==> src/rtl/sump_cmd_assembler.sv <==
// Assembles SUMP protocol bytes into commands: 1-byte short commands and
// 5-byte long commands (opcode plus 32-bit little-endian argument).
module sump_cmd_assembler #(
  parameter int TIMEOUT = 100000
) (
  input  logic        clock,
  input  logic        reset,
  input  logic        rx_valid,
  input  logic [7:0]  rx_data,
  output logic [7:0]  opcode,
  output logic [31:0] config_data,
  output logic        execute,
  output logic        cmd_timeout,
  output logic        busy
);

  localparam logic [0:0] IDLE = 1'b0;
  localparam logic [0:0] ARG  = 1'b1;

  localparam logic [31:0] LAST_IDLE = 32'(TIMEOUT - 1);

  logic [0:0]  state;
  logic [1:0]  idx;
  logic [31:0] counter;
  logic [7:0]  opcode_shadow;
  logic [23:0] arg_shadow;

  assign busy = (state == ARG);

  // The final argument byte goes straight to config_data, so the shadow
  // only needs to hold the first three.
  always_ff @(posedge clock) begin
    if (reset) begin
      state         <= IDLE;
      idx           <= 2'd0;
      counter       <= 32'd0;
      opcode_shadow <= 8'h00;
      arg_shadow    <= 24'h0;
      opcode        <= 8'h00;
      config_data   <= 32'h0;
      execute       <= 1'b0;
      cmd_timeout   <= 1'b0;
    end else begin
      execute     <= 1'b0;
      cmd_timeout <= 1'b0;
      case (state)
        IDLE: begin
          if (rx_valid) begin
            if (!rx_data[7]) begin
              execute     <= 1'b1;
              opcode      <= rx_data;
              config_data <= 32'h0;
            end else begin
              opcode_shadow <= rx_data;
              arg_shadow    <= 24'h0;
              idx           <= 2'd0;
              counter       <= 32'd0;
              state         <= ARG;
            end
          end
        end
        ARG: begin
          if (rx_valid) begin
            counter <= 32'd0;
            idx     <= idx + 2'd1;
            case (idx)
              2'd0: arg_shadow[7:0]   <= rx_data;
              2'd1: arg_shadow[15:8]  <= rx_data;
              2'd2: arg_shadow[23:16] <= rx_data;
              default: begin
                state       <= IDLE;
                execute     <= 1'b1;
                opcode      <= opcode_shadow;
                config_data <= {rx_data, arg_shadow};
              end
            endcase
          end else if (counter == LAST_IDLE) begin
            // Abandon the partial command; visible outputs stay as they were.
            state       <= IDLE;
            cmd_timeout <= 1'b1;
            counter     <= 32'd0;
            idx         <= 2'd0;
            arg_shadow  <= 24'h0;
          end else if (counter != 32'hFFFF_FFFF) begin
            counter <= counter + 32'd1;
          end
        end
        default: state <= IDLE;
      endcase
    end
  end

endmodule

==> config.mk <==
export PLATFORM = sky130hd
export DESIGN_NAME = sump_cmd_assembler
export DESIGN_NICKNAME = d
export VERILOG_FILES = /design/src/rtl/sump_cmd_assembler.sv
export SDC_FILE = /design/constraint.sdc
export NUM_CORES = 1
export LEC_CHECK = 0
export CORE_MARGIN = 2
export CORE_UTILIZATION = 40
export CTS_BUF_LIST = sky130_fd_sc_hd__clkbuf_4
export DETAILED_ROUTE_END_ITERATION = 10
export PLACE_DENSITY = 0.63
export SLEW_MARGIN = 0
export SYNTH_ARGS = -nofsm -noshare
export SYNTH_HDL_FRONTEND = slang
export SYNTH_SLANG_ARGS = --single-unit
==> constraint.sdc <==
create_clock -name clock -period 2 [get_ports clock]
set_clock_uncertainty 0.05 [all_clocks]
set_input_delay 0.2 -clock clock [delete_from_list [all_inputs] [get_ports clock]]
set_output_delay 0.2 -clock clock [all_outputs]
set_load 0.005 [all_outputs]
==> summary.md <==
The run finished, with violations left. The final reports fail on setup timing. The number of hold violations in the final report was 0.

Critical path startpoint: counter[0]$_SDFFE_PP0P_. For this run, design rule violations remaining after detail routing come to 0. Final wirelength: 15340 um. The count of boundary I/O pins is 54. The final HPWL from detailed placement was 10540 um. The remaining antenna violation count is 0, and the clock-pin slew on the worst setup and hold paths is 180 ps. The synthesis-to-layout area growth was 32.40%.

The run gives 57 as the count of distinct cell types in the synthesized netlist. Setup repair after global routing could not meet its margin everywhere. The tools report the final setup violation count as 1. The worst-case reg-to-reg path depth came out at 7. The pre-CTS setup slack is -208.1 ps, and the mean instance size in the synthesized netlist is 8.475 um2. The total number of clock tree sinks was 109; the initial antenna violation count was 0. For flop-to-flop paths, the worst setup slack is -4 ps.

The Yosys warning count is 0. The path type of the worst setup path is reg -> reg. The number of buffers on the longest clock path is 2, and the via count normalized by instance count is 5.807. The final route contains 5075 vias. For the number of max-slew violations in the final report, the log shows 0. Minimum setup slack in the final design: -3.895 ps. Critical path startpoint category: a flip-flop.

The transition time at the pin with the least slew margin is 591.2 ps. STA classifies the critical path endpoint as a flip-flop. The share of the clock period used by the worst path after layout is 100.2%, and the required time of the critical path is 2410 ps.

In the synthesized netlist the dominant register cell turns out to be sky130_fd_sc_hd__dfxtp_1. The worst hold path was traced through 5 stages. Root buffer selected by CTS: sky130_fd_sc_hd__clkbuf_4.

For this run, the post-layout net count is 717. The upper clock frequency limit was 0.4990 GHz. Max-capacitance violation count: 0. After detailed placement, the total cell area comes to 6167 um2. The highest ir drop seen on vdd came out at 372.8 uV.

The worst reg2reg path startpoint is counter[0]$_SDFFE_PP0P_. Subtracting the final worst setup slack from the clock period gives 2004 ps. Summed over all cells, the static leakage comes to 2.336 nW. The total area inside the core boundary comes to 12110 um2. Measured against its own limit, the worst slew margin works out to 60.59%. The synthesized instance count was 591; the number of buffers created by CTS was 9. The die height was 115.9 um. Including well taps, the total number of placed cells is 846. Summing all non-filler instances in the final layout gives an area of 6631 um2.

The data arrival time of the critical path was 2410 ps. At the later pin of the worst-skew pair, clock insertion delay measures 510 ps. The average wire length per cell after detail routing was 17.55 um; the synthesized net count was 607.

By area the synthesized netlist is led by sky130_fd_sc_hd__dfxtp_1, sky130_fd_sc_hd__a21oi_1, sky130_fd_sc_hd__a22oi_1. Global routing used 23.36% of the available tracks. For the post-route setup TNS, the log shows -3.895 ps. The share of synthesized area in the top cell type comes to 43.57%. The first global-routing pass estimated 24510 um of wire.

Summing all multi-input logic gate instances after layout gives 2781 um2. The endpoint identified for the worst register-to-register timing path is counter[20]$_SDFFE_PP0P_. Dividing total power by cell area gives a power density of 568.8 nW/um2. The worst hold path begins at reset. Class of the tightest hold or removal check: in -> reg. For the synthesized cell area, the log shows 5009 um2. The number of fill cells was 1151; the register area share after synthesis was 43.57%.

The number of antenna diodes in the final layout is 0. Initial DRC count: 430. In this run, post-CTS hold repair placed 0 buffers. Registers take 2198 um2. The maximum number of pins on one net before global-route repair came out at 49. For hold timing, the worst endpoint is counter[9]$_SDFFE_PP0P_.

sky130_fd_sc_hd__dfxtp_1 takes more of the synthesized area than any other cell. The die covers 13430 um2. TritonCTS built the clock tree. The tools report the total iterations of the first detailed-routing run as 5.

The global placement routability congestion is 0.8896. Largest fanout of any net on the critical path: 2. Share of async-settable or async-resettable flops after synthesis: 0%.

The initialized floorplan defines 40 standard-cell rows. The via count of the first global-routing pass was 4859; the number of flops mapped to enable cells by yosys was 0. The initial utilization of the core area, before any placement, comes to 41.35%. The flip-flop and latch count after synthesis was 109; the level count of the clock H-tree was 3.

Global routing finished with a remaining overflow of 0. After layout, the design draws a total of 3.772 mW. The floorplan step set the die width to 115.9 um.

Leaving out filler cells and counting taps, the final layout contains 874. Cells with a size suffix above 1 make up 23.65% of the layout. The number of input and output port buffers inserted is 53.
[synth_stat cells, types with 7 or more instances]
library cell / n
sky130_fd_sc_hd__o211ai_1: 7
sky130_fd_sc_hd__mux2i_1: 9
sky130_fd_sc_hd__nand2_1: 47
sky130_fd_sc_hd__clkbuf_1: 36
sky130_fd_sc_hd__a21oi_1: 52
sky130_fd_sc_hd__buf_2: 9
sky130_fd_sc_hd__nor4_1: 11
sky130_fd_sc_hd__inv_1: 9
sky130_fd_sc_hd__o21ai_0: 10
sky130_fd_sc_hd__dfxtp_1: 109
sky130_fd_sc_hd__a211oi_1: 12
sky130_fd_sc_hd__a31oi_1: 7
sky130_fd_sc_hd__nand4_1: 37
sky130_fd_sc_hd__a22oi_1: 31
sky130_fd_sc_hd__nor2_1: 54
sky130_fd_sc_hd__nand3_1: 46
sky130_fd_sc_hd__and3_1: 7
sky130_fd_sc_hd__and4_1: 10
[flip-flops by register name, summed over array words and instances (netlist names)]
signal,flops
busy,1
cmd_timeout,1
counter,32
config_data,32
opcode_shadow,8
idx,2
arg_shadow,24
execute,1
opcode,8
[metrics by stage]
step	util, %	hold WS [ps]
after global routing	54.75	95.26
after CTS	53.00	48.22
final	54.75	99.03
after floorplan	-	286.0
after detailed placement	50.92	396.1
after global placement	50.92	391.8
[placed cells by master (no fill, tap or decap), drive strengths merged, types with 4 or more instances in the layout]
cell,count
and4,12
a211oi,12
clkdlybuf4s50,52
nor3,7
a22oi,31
clkbuf,9
nor4b,4
a21oi,53
nand2,47
o31a,4
a21o,4
a32o,4
nor2,54
and2,7
inv,15
o211ai,7
nand3,46
nand4,38
nor4,12
buf,96
dfxtp,109
a31oi,7
and3,7
or4,6
o21ai,12
a31o,7
or3,5
ha,5
o22a,4
mux2i,9
[layout make-up]
class	instances	share of cell area (%)
well taps	168	3.170
inverters	9	0.5094
flip-flops and latches	109	33.15
clock inverters	7	1.226
repair buffers	148	18.98
clock buffers	9	1.019
multi-input cells	424	41.94
[cell families (layout without fill, tap and decap cells)]
kind of cell,count (synthesis),count (layout),share of synthesized area [%]
compound gates,156,157,21.38
fa+ha+maj,5,5,1.249
buf+inv,59,173,5.121
flops,109,109,43.57
mux,9,9,1.799
simple gates,253,253,26.88
[what timing repair did]
item,CTS,global route
hold endpoints to repair,0,0
setup endpoints to repair,21,50
gates cloned,1,0
resized for setup,14,38
setup buffers,4,7
pin swaps,7,13
[routing by layer]
metal	wire [um]	vias to the layer above	track usage (%)
met5	0	-	0
met4	208	0	7.460
met3	904	18	4.969
met2	7100	156	35.56
met1	7125	2447	33.14
li1	-	2454	-
[worst max-delay path, cell delays in order, from the launching register on]
cell and delay [ps]:
sky130_fd_sc_hd__dfxtp_2 400, sky130_fd_sc_hd__ha_4 140, sky130_fd_sc_hd__buf_6 90, sky130_fd_sc_hd__nand4_1 200
sky130_fd_sc_hd__nor4_4 380, sky130_fd_sc_hd__o21ai_1 140, sky130_fd_sc_hd__or4_1 430, sky130_fd_sc_hd__a21oi_2 120
[power breakdown]
group / internal [mW] / switching, mW / leakage [nW]
sequential: 2.20 / 0.0172 / 0.887
clock: 0.314 / 0.861 / 0.0813
combinational: 0.145 / 0.231 / 1.37
[how the worst max path moves through the flow]
stage / depth (start not counted) / slack, ps / to
after detailed placement: 6 / -210 / counter[4]$_SDFFE_PP0P_
final: 7 / -4 / counter[20]$_SDFFE_PP0P_
after global routing: 7 / -80 / counter[20]$_SDFFE_PP0P_
after global placement: 6 / -260 / counter[7]$_SDFFE_PP0P_
after floorplan: 8 / 5 / counter[23]$_SDFFE_PP0P_
after CTS: 7 / 2 / counter[15]$_SDFFE_PP0P_
(Power assumes the default switching activity.)
